### config.mk
export PLATFORM = sky130hd
export DESIGN_NAME = afifo_push_arbiter
export DESIGN_NICKNAME = d
export VERILOG_FILES = /design/src/rtl/afifo_push_arbiter.sv
export SDC_FILE = /design/constraint.sdc
export NUM_CORES = 1
export LEC_CHECK = 0
export BUFFER_PORTS_ARGS = -buffer_cell sky130_fd_sc_hd__buf_2
export CAP_MARGIN = 20
export CORE_UTILIZATION = 43
export DETAILED_ROUTE_END_ITERATION = 6
export PLACE_DENSITY = 0.81
export SKIP_CTS_REPAIR_TIMING = 1
export SYNTH_ARGS = -nofsm -noshare
export SYNTH_HDL_FRONTEND = slang
export SYNTH_SLANG_ARGS = --single-unit
### constraint.sdc
create_clock -name Wclk -period 4.9 [get_ports Wclk]
set_clock_uncertainty 0.2 [all_clocks]
set_input_delay 0.245 -clock Wclk [delete_from_list [all_inputs] [get_ports Wclk]]
set_output_delay 0.245 -clock Wclk [all_outputs]
set_load 0.01 [all_outputs]
### src/rtl/afifo_push_arbiter.sv
// Round-robin arbiter sharing the async FIFO write port among NumReq requesters.
// Grants one requester per burst of up to BurstLen words; stalls (never rotates) on full.
module afifo_push_arbiter #(
  parameter  int DataSize = 8,
  parameter  int NumReq   = 4,
  parameter  int BurstLen = 4,
  localparam int GW       = (NumReq > 1) ? $clog2(NumReq) : 1,
  localparam int CW       = (BurstLen > 1) ? $clog2(BurstLen + 1) : 1
) (
  input  logic                         Wclk,
  input  logic                         Wresetn,
  input  logic [NumReq-1:0]            Req,
  input  logic [NumReq*DataSize-1:0]   ReqData,
  output logic [NumReq-1:0]            Ack,
  input  logic                         full,
  output logic                         Push,
  output logic [DataSize-1:0]          DataIn,
  output logic [GW-1:0]                GrantId,
  output logic                         Busy
);

  typedef enum logic {IDLE, OWN} state_t;

  state_t              r_state;
  state_t              w_state_nxt;
  logic [GW-1:0]       r_grant_id;
  logic [GW-1:0]       w_grant_nxt;
  logic [GW-1:0]       r_last_grant;
  logic [GW-1:0]       w_last_nxt;
  logic [CW-1:0]       r_burst_cnt;
  logic [CW-1:0]       w_cnt_nxt;
  logic                w_found;
  logic [GW-1:0]       w_owner;
  logic                w_push;
  logic [DataSize-1:0] w_req_words [NumReq];

  always_comb begin
    for (int i = 0; i < NumReq; i++) begin
      w_req_words[i] = ReqData[i*DataSize +: DataSize];
    end
  end

  // Round-robin scan starting just after the last owner, wrapping modulo NumReq.
  always_comb begin
    logic [GW-1:0] idx;
    w_found = 1'b0;
    w_owner = r_last_grant;
    idx     = '0;
    for (int k = 1; k <= NumReq; k++) begin
      idx = GW'((int'(r_last_grant) + k) % NumReq);
      if (!w_found && Req[idx]) begin
        w_found = 1'b1;
        w_owner = idx;
      end
    end
  end

  // A word presented while reset is asserted is suppressed so its Ack never fires
  // and the requester keeps holding it.
  assign w_push  = (r_state == OWN) && Wresetn && Req[r_grant_id] && !full;
  assign Push    = w_push;
  assign DataIn  = w_push ? w_req_words[r_grant_id] : '0;
  assign GrantId = r_grant_id;
  assign Busy    = (r_state == OWN);

  always_comb begin
    Ack             = '0;
    Ack[r_grant_id] = w_push;
  end

  // NOTE: every signal written in this block gets a default first, so no path
  // leaves it unassigned and no latch is inferred.
  always_comb begin
    w_state_nxt = r_state;
    w_grant_nxt = r_grant_id;
    w_last_nxt  = r_last_grant;
    w_cnt_nxt   = r_burst_cnt;
    case (r_state)
      IDLE: begin
        if (w_found) begin
          w_grant_nxt = w_owner;
          w_cnt_nxt   = '0;
          w_state_nxt = OWN;
        end
      end
      OWN: begin
        if (!Req[r_grant_id]) begin
          w_last_nxt  = r_grant_id;
          w_state_nxt = IDLE;
        end else if (w_push) begin
          if (r_burst_cnt == CW'(BurstLen - 1)) begin
            w_last_nxt  = r_grant_id;
            w_state_nxt = IDLE;
          end else begin
            w_cnt_nxt = r_burst_cnt + CW'(1);
          end
        end
        // full with Req held: everything holds, the grant does not rotate.
      end
      default: w_state_nxt = IDLE;
    endcase
  end

  // NOTE: sequential state uses non-blocking assignments so all registers
  // update together from the values sampled at the same edge.
  always_ff @(posedge Wclk) begin
    if (!Wresetn) begin
      r_state      <= IDLE;
      r_grant_id   <= '0;
      r_last_grant <= GW'(NumReq - 1);
      r_burst_cnt  <= '0;
    end else begin
      r_state      <= w_state_nxt;
      r_grant_id   <= w_grant_nxt;
      r_last_grant <= w_last_nxt;
      r_burst_cnt  <= w_cnt_nxt;
    end
  end

endmodule

==> metrics.md, run 1 <==
| Metric | Value |
|---|---|
| Run status | finished clean |
| Net switching power | 63.2 µW |
| Multi-input gate area | 558 µm² |
| Number of buffers inserted during clock tree synthesis | 3 |
| Clock Path Buffers | 2 |
| Post-DR wirelength/cell | 13.5 µm |
| Worst-case setup margin in the final layout | 2.36 ns |
| H-tree level count | 1 |
| Largest net degree at the start of global routing | 17 |
| Synth Area per Inst | 9.40 µm² |
| Number of global-route vias before repair | 826 |
| Switching part of the total | 31.0% |
| Number of hold violations in the final report | 0 |
| Maximum ir drop on the vdd rail | 152 µV |
| Headroom to the max-slew limit | 50.6% |
| Launching point of the worst reg2reg path | GrantId[0] |
| Mean number of vias per cell | 5.36 |
| NumNets Final | 176 |
| Initial antenna violation count | 0 |
| Worst Hold Class | in2reg |
| Largest area contributor in the synthesized netlist | sky130_fd_sc_hd__mux4_2 |
| Slack of the worst reg-to-reg path | 2.42 ns |
| Share of final-layout standard cells stronger than drive strength 1 | 50.4% |
| Count of cell types in the netlist | 31 |
| Filler cell count | 138 |
| Critical path launch point | GrantId[0] |
| Critical path class | reg2out |
| Top cell types by occurrence after synthesis | sky130_fd_sc_hd__and3_1, sky130_fd_sc_hd__mux4_2, sky130_fd_sc_hd__dfxtp_1, sky130_fd_sc_hd__nand2_1, sky130_fd_sc_hd__nor2_1 |
| Detailed-router iteration count before antenna repair | 4 |
| Net Count, Synth | 123 |
| Worst setup timing slack at the placement stage | 2.40 ns |
| Register bit count reported by yosys | 8 |
| Mapped Cells | 82 |
| Worst Hold Slack | 0.0476 ns |
| Area of the core region | 1590 µm² |
| Most used flip-flop cell after synthesis | sky130_fd_sc_hd__dfxtp_1 |
| Effective utilization at floorplan | 48.4% |
| Number of max-cap violations | 0 |
| Non-filler cells, final | 157 |
| Worst reg2reg endpoint | r_burst_cnt[1] |
| Chip height | 44.3 µm |
| Count of port buffers added during placement | 54 |
| Crit-path cells | mux4_2 -> and3_1 -> buf_2 |
| Combinational Power Share | 35.0% |
| Number of flops mapped to enable cells by yosys | 0 |
| Antenna viol nets, final | 0 |
| Highest net fanout along the worst path | 16 |
| Slowest cell delay on critical path | 0.80 ns |
| Global-route wire length before repair | 3310 µm |
| Element type at the critical path start | flip-flop |
| Sum of routed wire length over all layers | 2120 µm |
| Final sum of negative setup slack | 0 ns |
| Total die area | 1970 µm² |
| Area growth syn-to-layout | 36.5% |
| Placed wire-length estimate | 1740 µm |
| Fraction of power consumed by the clock network | 24.3% |
| Worst setup path endpoint | DataIn[2] |
| Type of element capturing the critical path | output port |
| Clk_lat worst skew | 0.25 ns |
| Required time of the critical path | 4.45 ns |
| Leak pwr | 0.557 nW |
| Sequential cell area | 160 µm² |
| Sinks on the clock net | 8 |
| Fraction of the yosys area taken by sequential cells | 20.8% |
| Post-synth ARST share | 0% |
| Slowest stage cell, crit path | sky130_fd_sc_hd__dfxtp_1 |
| Horiz. Die Dim | 44.3 µm |
| Clock-pin slew of the registers on the worst-case setup and hold paths | 0.05 ns |
| Clock Root Buffer | sky130_fd_sc_hd__clkbuf_4 |
| Tightest Pin Transition | 0.740 ns |
| CTS tree | built |
| Worst endpoint data arrival time | 2.09 ns |
| Yosys warning count | 0 |
| Gr usage total | 22.9% |
| Fraction of the cycle the final worst path needs | 51.8% |
| Antenna diode count | 0 |
| Detailed-route via count | 842 |
| Area share of the largest cell type after synthesis | 26.3% |
| Row cnt | 14 |
| Total I/O pin count | 55 |
| Areal power density over the cells | 194 nW/µm² |
| Number of remaining DRC errors | 0 |
| Unrepaired setup endpoints after global routing | false |
| Total global routing overflow | 0 |
| Highest clock rate | 394 MHz |
| Cells taking the most area after synthesis | sky130_fd_sc_hd__mux4_2, sky130_fd_sc_hd__dfxtp_1, sky130_fd_sc_hd__and3_1 |
| Initial detailed-routing violation count | 11 |
| Internal power summed over all cells | 141 µW |
| Area of the mapped netlist | 771 µm² |
| Placed cells | 154 |
| Final weighted congestion in routability-driven placement | 0.792 |
| Number of setup violations in the final report | 0 |
| Depth of the most critical reg-to-reg path | 4 |
| Sequential share of power | 40.7% |
| Slew Viols, Final | 0 |
| Clock period minus final worst setup slack | 2.54 ns |
stage by stage:
step,utilization (%),area [µm²],total power [mW]
CTS,66.0,1050,0.206
floorplan,-,771,0.132
detailed placement,64.6,1030,0.156
finish,66.0,1050,0.204
global route,66.0,1050,0.215
global placement,64.6,1030,0.153
layout make-up:
type                            count  share of cell area, %
Multi-Input combinational cell     65                   53.0
Clock buffer                        3                   2.14
Tap cell                           24                   2.85
Sequential cell                     8                   15.2
Inverter                            3                   1.07
Timing Repair Buffer               54                   25.7
how the worst min path moves through the flow:
stage | startpoint | cells past startpoint | to
after floorplan | r_burst_cnt[0] | 1 | r_burst_cnt[0]
after global placement | r_burst_cnt[0] | 1 | r_burst_cnt[0]
after detailed placement | r_burst_cnt[0] | 1 | r_burst_cnt[0]
after CTS | Wresetn | 2 | r_last_grant[0]
after global routing | Wresetn | 2 | r_last_grant[0]
final | Wresetn | 2 | r_last_grant[0]
power by group through the flow:
stage / registers, mW / logic, mW / clock network (mW)
finish: 0.0832 / 0.0714 / 0.0496
global route: 0.0853 / 0.0770 / 0.0528
CTS: 0.0835 / 0.0712 / 0.0510
detailed placement: 0.0849 / 0.0711 / 0
global placement: 0.0844 / 0.0683 / 0
floorplan: 0.0771 / 0.0551 / 0
layout by cell type, fill, tap and decap left out, types with 2 or more instances in the layout:
| master | n |
|---|---|
| sky130_fd_sc_hd__nand2_1 | 8 |
| sky130_fd_sc_hd__mux4_2 | 9 |
| sky130_fd_sc_hd__a21boi_1 | 2 |
| sky130_fd_sc_hd__clkbuf_4 | 3 |
| sky130_fd_sc_hd__mux2i_1 | 2 |
| sky130_fd_sc_hd__nor2b_1 | 2 |
| sky130_fd_sc_hd__inv_1 | 3 |
| sky130_fd_sc_hd__nor2_1 | 5 |
| sky130_fd_sc_hd__nand2b_1 | 4 |
| sky130_fd_sc_hd__dfxtp_1 | 8 |
| sky130_fd_sc_hd__buf_2 | 54 |
| sky130_fd_sc_hd__ha_1 | 2 |
| sky130_fd_sc_hd__and3_1 | 9 |
| sky130_fd_sc_hd__a21oi_1 | 3 |
| sky130_fd_sc_hd__nand3_1 | 2 |
| sky130_fd_sc_hd__a21o_1 | 2 |
| sky130_fd_sc_hd__o21ai_0 | 2 |
critical path: cells and delay by family, from the launching register on:
family | cells | cell delay [ns]
flip-flops | 1 | 0.80
AND/OR/NAND/NOR | 1 | 0.21
multiplexers | 1 | 0.70
buffers and inverters | 1 | 0.13
flip-flops by register name (all words and copies together), names as in the netlist:
name,flops
Busy,1
GrantId,2
r_burst_cnt,3
r_last_grant,2
routing by layer:
layer,vias up,global-route usage [%],share of wire (%)
li1,414,-,-
met1,389,22.8,38
met2,35,44.4,53
met3,4,2.45,6.8
met4,0,13.9,1.8
met5,-,0,0
cells by family (layout without fill, tap and decap cells):
family                   count (synthesis)  count (layout)  share of synthesized area [%]
AND/OR/NAND/NOR                         35              35                           24.5
AO/OA/AOI/OAI                           15              15                           12.8
multiplexers                            13              13                           31.8
buffers and inverters                    9              60                           6.82
flip-flops                               8               8                           20.8
adder cells (fa/ha/maj)                  2               2                           3.25
Power figures use the tool's default switching activity.
==> inputs of run 2 (changes only) <==
Settings changed: ABC_AREA set to 1, CORE_UTILIZATION 43 to 45, PLACE_DENSITY 0.81 to 0.77.
Clock period 4.9 ns to 2.6 ns, I/O delays scaled along.
==> metrics.md, run 2 <==
| Metric | Value |
|---|---|
| Area growth syn-to-layout | 27.9% |
| Area share of the largest cell type after synthesis | 17.3% (-9.0 points) |
| Required time of the critical path | 2.27 ns (-2.18 ns) |
| Hold Path Origin | Req[1] |
| Area of the core region | 2040 µm² (+28%) |
| Synth Area per Inst | 7.07 µm² (-25%) |
| Mean number of vias per cell | 5.12 (-4.5%) |
| Horiz. Die Dim | 49.6 µm (+12%) |
| Register bit count reported by yosys | 8 (unchanged) |
| Critical path class | reg2out |
| Sequential cell area | 160 µm² (unchanged) |
| Number of remaining DRC errors | 0 (unchanged) |
| Crit-path cells | inv_4 -> nor2_8 -> nand2_1 -> nand4_2 -> nand2_4 -> nor3_1 -> buf_2 |
| Placed wire-length estimate | 2130 µm (+23%) |
| Unrepaired setup endpoints after global routing | false |
| Row cnt | 16 (+2) |
| Type of element capturing the critical path | output port |
| Detailed-router iteration count before antenna repair | 4 (unchanged) |
| Clk_lat worst skew | 0.26 ns (about the same) |
| Post-synth ARST share | 0% (unchanged) |
| Length of routed met2 wiring | 1280 µm (+13%) |
| Chip height | 49.6 µm (+12%) |
| Final core utilization | 63.8% (-2.2 points) |
| Leak pwr | 0.672 nW (+21%) |
| Hold depth | 4 (+2) |
| Maximum ir drop on the vdd rail | 475 µV (+210%) |
| Slowest cell delay on critical path | 0.64 ns (-0.16 ns) |
| H-tree level count | 1 (unchanged) |
| Sinks on the clock net | 8 (unchanged) |
| Slack of the worst reg-to-reg path | 0.70 ns (-1.72 ns) |
| Met3 routed wirelength | 214 µm (+48%) |
| Tightest Pin Transition | 0.530 ns (-0.210 ns) |
| Areal power density over the cells | 723 nW/µm² (+270%) |
| Metal-1 WL | 1120 µm (+39%) |
| Most common cell after layout, fill and taps aside | sky130_fd_sc_hd__buf_2 |
| Final sum of negative setup slack | 0 ns (unchanged) |
| Total die area | 2460 µm² (+25%) |
| Most flop-heavy register | r_burst_cnt |
| Top cell types by occurrence after synthesis | sky130_fd_sc_hd__nand2_1, sky130_fd_sc_hd__inv_1, sky130_fd_sc_hd__nand2_2 |
| Antenna viol nets, final | 0 (unchanged) |
| Slew Viols, Final | 0 (unchanged) |
| Worst endpoint data arrival time | 1.88 ns (-0.21 ns) |
| Antenna diode count | 0 (unchanged) |
| NumNets Final | 240 (+36%) |
| Number of max-cap violations | 0 (unchanged) |
| Worst reg2reg endpoint | r_burst_cnt[2] |
| Most used flip-flop cell after synthesis | sky130_fd_sc_hd__dfxtp_1 |
| Gr usage total | 22.4% (-0.47 points) |
| Clock Root Buffer | sky130_fd_sc_hd__clkbuf_4 |
| Number of buffers inserted during clock tree synthesis | 3 (unchanged) |
| Clock Path Buffers | 2 (unchanged) |
| Run status | finished clean |
| Slowest stage cell, crit path | sky130_fd_sc_hd__dfxtp_1 |
| Fraction of the cycle the final worst path needs | 85.1% |
| CTS tree | built |
| Net Count, Synth | 185 (+50%) |
| Area of the mapped netlist | 1020 µm² (+32%) |
| Number of flops mapped to enable cells by yosys | 0 (unchanged) |
| Initial detailed-routing violation count | 28 (+17) |
| Launching point of the worst reg2reg path | GrantId[1] |
| Clock period minus final worst setup slack | 2.21 ns |
| Number of setup violations in the final report | 0 (unchanged) |
| Fraction of the yosys area taken by sequential cells | 15.7% (-5.1 points) |
| Final weighted congestion in routability-driven placement | 0.771 (-2.7%) |
| Yosys warning count | 0 (unchanged) |
| Number of hold violations in the final report | 0 (unchanged) |
| Detailed-route via count | 1147 (+36%) |
| Effective utilization at floorplan | 49.9% (+1.5 points) |
| End of the worst hold path | GrantId[1] |
| Element type at the critical path start | flip-flop |
| Clock-pin slew of the registers on the worst-case setup and hold paths | 0.05 ns (about the same) |
| DR top layer | met4 |
| Depth of the most critical reg-to-reg path | 9 (+5) |
| Number of global-route vias before repair | 1049 (+27%) |
| Commonest cells after routing, fill and taps aside | sky130_fd_sc_hd__buf_2, sky130_fd_sc_hd__nand2_1, sky130_fd_sc_hd__inv_1 |
| Headroom to the max-slew limit | 64.6% (+14 points) |
| Sum of routed wire length over all layers | 2640 µm (+24%) |
| Total global routing overflow | 0 (unchanged) |
| Most repeated cell in the gate-level netlist after synthesis | sky130_fd_sc_hd__nand2_1 |
| Count of cell types in the netlist | 26 (-16%) |
| Highest clock rate | 452 MHz |
| Cells taking the most area after synthesis | sky130_fd_sc_hd__nand2_1, sky130_fd_sc_hd__dfxtp_1, sky130_fd_sc_hd__a31oi_2 |
| Flip-flop count of the largest register after layout | 3 (unchanged) |
| Largest area contributor in the synthesized netlist | sky130_fd_sc_hd__nand2_1 |
| Count of port buffers added during placement | 54 (unchanged) |
| Highest net fanout along the worst path | 14 (-2) |
| Mapped Cells | 144 (+76%) |
| Multi-input gate area | 728 µm² (+30%) |
| Total I/O pin count | 55 (unchanged) |
| Initial antenna violation count | 0 (unchanged) |
| Global-route wire length before repair | 4340 µm (+31%) |
| Filler cell count | 203 (+47%) |
| Worst Hold Class | in2reg |
| Largest net degree at the start of global routing | 15 (-2) |
| Post-DR wirelength/cell | 11.8 µm (-13%) |
| Share of final-layout standard cells stronger than drive strength 1 | 46.7% (-3.7 points) |
==> run 2: changes by cell type in the layout (fill, tap and decap cells not counted), sizes merged, moves of 3 or more <==
cell,delta
mux4,-9
nand2b,-4
o211ai,+4
a31oi,+7
a21boi,-3
and3,-9
inv,+15
nor2,+4
a22oi,+8
nand2,+52
nand3,+6
==> run 2: routing by layer <==
layer  vias up  track usage [%]
li1        582                -
met1       514             25.7
met2        48             42.3
met3         3             2.47
met4         0             7.14
met5         -                0
==> run 2: kinds of logic (layout without fill, tap and decap cells) <==
kind of cell / Yosys count / count (layout) / synth area share, %
compound gates: 28 / 28 / 22.9
simple gates: 82 / 82 / 45.3
flops: 8 / 8 / 15.7
buf+inv: 23 / 76 / 12.8
fa+ha+maj: 2 / 2 / 2.46
xor+xnor: 1 / 1 / 0.860
==> run 2: final cells by class <==
class	count	share of cell area (%)
Multi-Input combinational cell	113	55.9
Timing Repair Buffer	55	21.5
Sequential cell	8	12.3
Inverter	18	5.96
Tap cell	27	2.59
Clock buffer	3	1.73
==> run 2: stage by stage <==
stage	cells	instance area [µm²]	power (mW)	setup WS [ns]	hold WS, ns
2_1_floorplan	144	1020	0.746	0.957	0.0286
3_3_place_gp	220	1270	0.828	0.695	0.205
3_5_place_dp	220	1270	0.843	0.655	0.205
4_1_cts	223	1290	0.945	0.374	-0.0641
5_1_grt	224	1300	1.03	0.210	0.148
6_report	224	1300	0.942	0.387	0.139
==> run 2: critical path: cells and delay by family, from the launching register on <==
kind / cells / cell delay, ns
buffers and inverters: 2 / 0.27
and+or+nand+nor: 5 / 0.71
DFF: 1 / 0.64
==> run 2: where the power goes <==
group	internal [mW]	switching (mW)	total [mW]
clock network	0.0531	0.0463	0.0994
logic	0.229	0.379	0.607
registers	0.150	0.0847	0.235
==> run 2: worst max path at each step <==
| stage | end | slack (ns) | start |
|---|---|---|---|
| after floorplan | DataIn[0] | 0.96 | GrantId[1] |
| after global placement | Ack[1] | 0.70 | GrantId[0] |
| after detailed placement | Ack[0] | 0.65 | GrantId[1] |
| after CTS | Ack[0] | 0.37 | GrantId[1] |
| after global routing | Ack[1] | 0.21 | GrantId[0] |
| final | Ack[0] | 0.39 | GrantId[1] |
==> inputs of run 3 (changes only) <==
Settings changed: CORE_UTILIZATION 45 to 46, CTS_BUF_LIST set to sky130_fd_sc_hd__clkbuf_2 sky130_fd_sc_hd__clkbuf_4 sky130_fd_sc_hd__clkbuf_8, CTS_CLUSTER_SIZE set to 12, PLACE_DENSITY 0.77 to 0.79.
==> metrics.md, run 3 (synthesis gave the netlist of run 2 again) <==
| Metric | Value |
|---|---|
| Number of global-route vias before repair | 1084 (+3.3%) |
| Depth of the most critical reg-to-reg path | 9 (unchanged) |
| CTS tree | built |
| Finished layout cell area | 1300 µm² (unchanged) |
| Worst setup timing slack at the placement stage | 0.632 ns (-0.0227 ns) |
| Slowest cell delay on critical path | 0.64 ns (about the same) |
| Clock Path Buffers | 2 (unchanged) |
| Placed cells | 220 (unchanged) |
| Count of port buffers added during placement | 54 (unchanged) |
| Internal power summed over all cells | 432 µW (about the same) |
| Launching point of the worst reg2reg path | GrantId[0] |
| Total global routing overflow | 0 (unchanged) |
| Most common cell after layout, fill and taps aside | sky130_fd_sc_hd__buf_2 |
| Number of hold violations in the final report | 0 (unchanged) |
| Required time of the critical path | 2.27 ns (about the same) |
| Largest net degree at the start of global routing | 15 (unchanged) |
| Non-filler cells, final | 224 (unchanged) |
| Antenna diode count | 0 (unchanged) |
| Highest net fanout along the worst path | 14 (unchanged) |
| Element type at the critical path start | flip-flop |
| Horiz. Die Dim | 49.1 µm (-1.0%) |
| Clock Root Buffer | sky130_fd_sc_hd__clkbuf_4 |
| Share of final-layout standard cells stronger than drive strength 1 | 46.7% (unchanged) |
| Leak pwr | 0.672 nW (unchanged) |
| Number of remaining DRC errors | 0 (unchanged) |
| Flip-flop count of the largest register after layout | 3 (unchanged) |
| Crit path top cell by count | sky130_fd_sc_hd__nand2_2 |
| Total I/O pin count | 55 (unchanged) |
| Filler cell count | 191 (-5.9%) |
| Chip height | 49.1 µm (-1.0%) |
| Tightest Pin Transition | 0.519 ns (-0.0107 ns) |
| Commonest cells after routing, fill and taps aside | sky130_fd_sc_hd__buf_2, sky130_fd_sc_hd__nand2_1, sky130_fd_sc_hd__inv_1 |
| Type of element capturing the critical path | output port |
| Post-DR wirelength/cell | 11.5 µm (-2.6%) |
| Clock period minus final worst setup slack | 2.23 ns (+0.0201 ns) |
| Fraction of power consumed by the clock network | 10.0% (-0.6 points) |
| Detailed-router iteration count before antenna repair | 4 (unchanged) |
| Worst reg2reg endpoint | r_burst_cnt[1] |
| Critical path launch point | GrantId[0] |
| Highest clock rate | 448 MHz (-0.90%) |
| Number of setup violations in the final report | 0 (unchanged) |
| Initial detailed-routing violation count | 32 (+14%) |
| Slew Viols, Final | 0 (unchanged) |
| Initial antenna violation count | 0 (unchanged) |
| Final weighted congestion in routability-driven placement | 0.814 (+5.5%) |
| Fraction of the cycle the final worst path needs | 85.9% (+0.77 points) |
| Row cnt | 16 (unchanged) |
| Areal power density over the cells | 719 nW/µm² (-0.63%) |
| H-tree level count | 1 (unchanged) |
| Run status | finished clean |
| Worst endpoint data arrival time | 1.90 ns (+0.02 ns) |
| Placed wire-length estimate | 2140 µm (+0.46%) |
| Headroom to the max-slew limit | 65.3% (+0.72 points) |
| Area of the core region | 2020 µm² (-0.98%) |
| Slowest stage cell, crit path | sky130_fd_sc_hd__dfxtp_1 |
| Clk_lat worst skew | 0.25 ns (about the same) |
| Maximum ir drop on the vdd rail | 643 µV (+35%) |
| Gr usage total | 22.4% (+0.047 points) |
| Detailed-route via count | 1159 (+1.0%) |
| Number of max-cap violations | 0 (unchanged) |
| Combinational Power Share | 65.2% (+0.7 points) |
| Global-route wire length before repair | 4390 µm (+1.1%) |
| Sinks on the clock net | 8 (unchanged) |
| Worst Hold Class | in2reg |
| Most flop-heavy register | r_burst_cnt |
| Switching part of the total | 53.8% (-0.26 points) |
| Crit-path cells | nand2_2 -> inv_2 -> nand2_2 -> nand4_2 -> nand2_4 -> nor3_1 -> buf_2 |
| Mean number of vias per cell | 5.17 (+1.0%) |
| Worst setup path endpoint | Ack[1] |
| Sequential share of power | 24.7% (-0.3 points) |
| Slack of the worst reg-to-reg path | 0.69 ns (about the same) |
| Effective utilization at floorplan | 50.4% (+0.49 points) |
| Post-Place Cell Area | 1270 µm² (unchanged) |
| Final sum of negative setup slack | 0 ns (unchanged) |
| NumNets Final | 240 (unchanged) |
| Unrepaired setup endpoints after global routing | false |
| Sum of routed wire length over all layers | 2570 µm (-2.6%) |
| Antenna viol nets, final | 0 (unchanged) |
| Total die area | 2410 µm² (-2.1%) |
| Critical path class | reg2out |
| Number of buffers inserted during clock tree synthesis | 3 (unchanged) |
| Area growth syn-to-layout | 27.9% (unchanged) |
| Clock-pin slew of the registers on the worst-case setup and hold paths | 0.05 ns (about the same) |
| Worst-case setup margin in the final layout | 0.367 ns (-0.0201 ns) |
| Net switching power | 504 µW (-1.1%) |
run 3: worst min path at each step:
stage | end | depth (start not counted) | slack [ns] | from
floorplan | r_last_grant[0] | 1 | 0.03 | Wresetn
global placement | r_last_grant[0] | 2 | 0.20 | Wresetn
detailed placement | r_last_grant[0] | 2 | 0.20 | Wresetn
CTS | r_last_grant[0] | 2 | -0.06 | Wresetn
global route | GrantId[1] | 4 | 0.15 | Req[1]
finish | GrantId[1] | 4 | 0.14 | Req[1]
run 3: area by class of cell:
type	instances	area, µm²	share of cell area [%]
clock buffers	3	22.5	1.73
inverters	18	77.6	5.96
multi-input cells	113	728	55.9
flip-flops and latches	8	160	12.3
well taps	27	33.8	2.59
repair buffers	55	280	21.5
run 3: power by group through the flow:
stage	registers [mW]	clock network, mW	logic, mW
after CTS	0.232	0.0965	0.612
after detailed placement	0.234	0	0.609
after global placement	0.232	0	0.594
after global routing	0.239	0.106	0.677
after floorplan	0.177	0	0.569
final	0.231	0.0939	0.611
run 3: routing by layer:
layer | GRT usage [%] | wire (µm) | vias up
met3 | 1.25 | 95 | 5
li1 | - | - | 589
met1 | 27.0 | 1140 | 532
met4 | 5.88 | 23 | 0
met2 | 42.6 | 1310 | 33
met5 | 0 | 0 | -
run 3: worst max-delay path: cells and delay by family (launching register included):
family                 cells  cell delay [ns]
flip-flops                 1             0.64
buffers and inverters      2             0.34
AND/OR/NAND/NOR            5             0.66
run 3: through the flow:
stage | util (%) | hold slack, ns | power, mW
6_report | 64.4 | 0.135 | 0.936
5_1_grt | 64.4 | 0.148 | 1.02
4_1_cts | 63.9 | -0.0569 | 0.940
3_5_place_dp | 62.8 | 0.203 | 0.843
3_3_place_gp | 62.8 | 0.200 | 0.826
2_1_floorplan | - | 0.0286 | 0.746
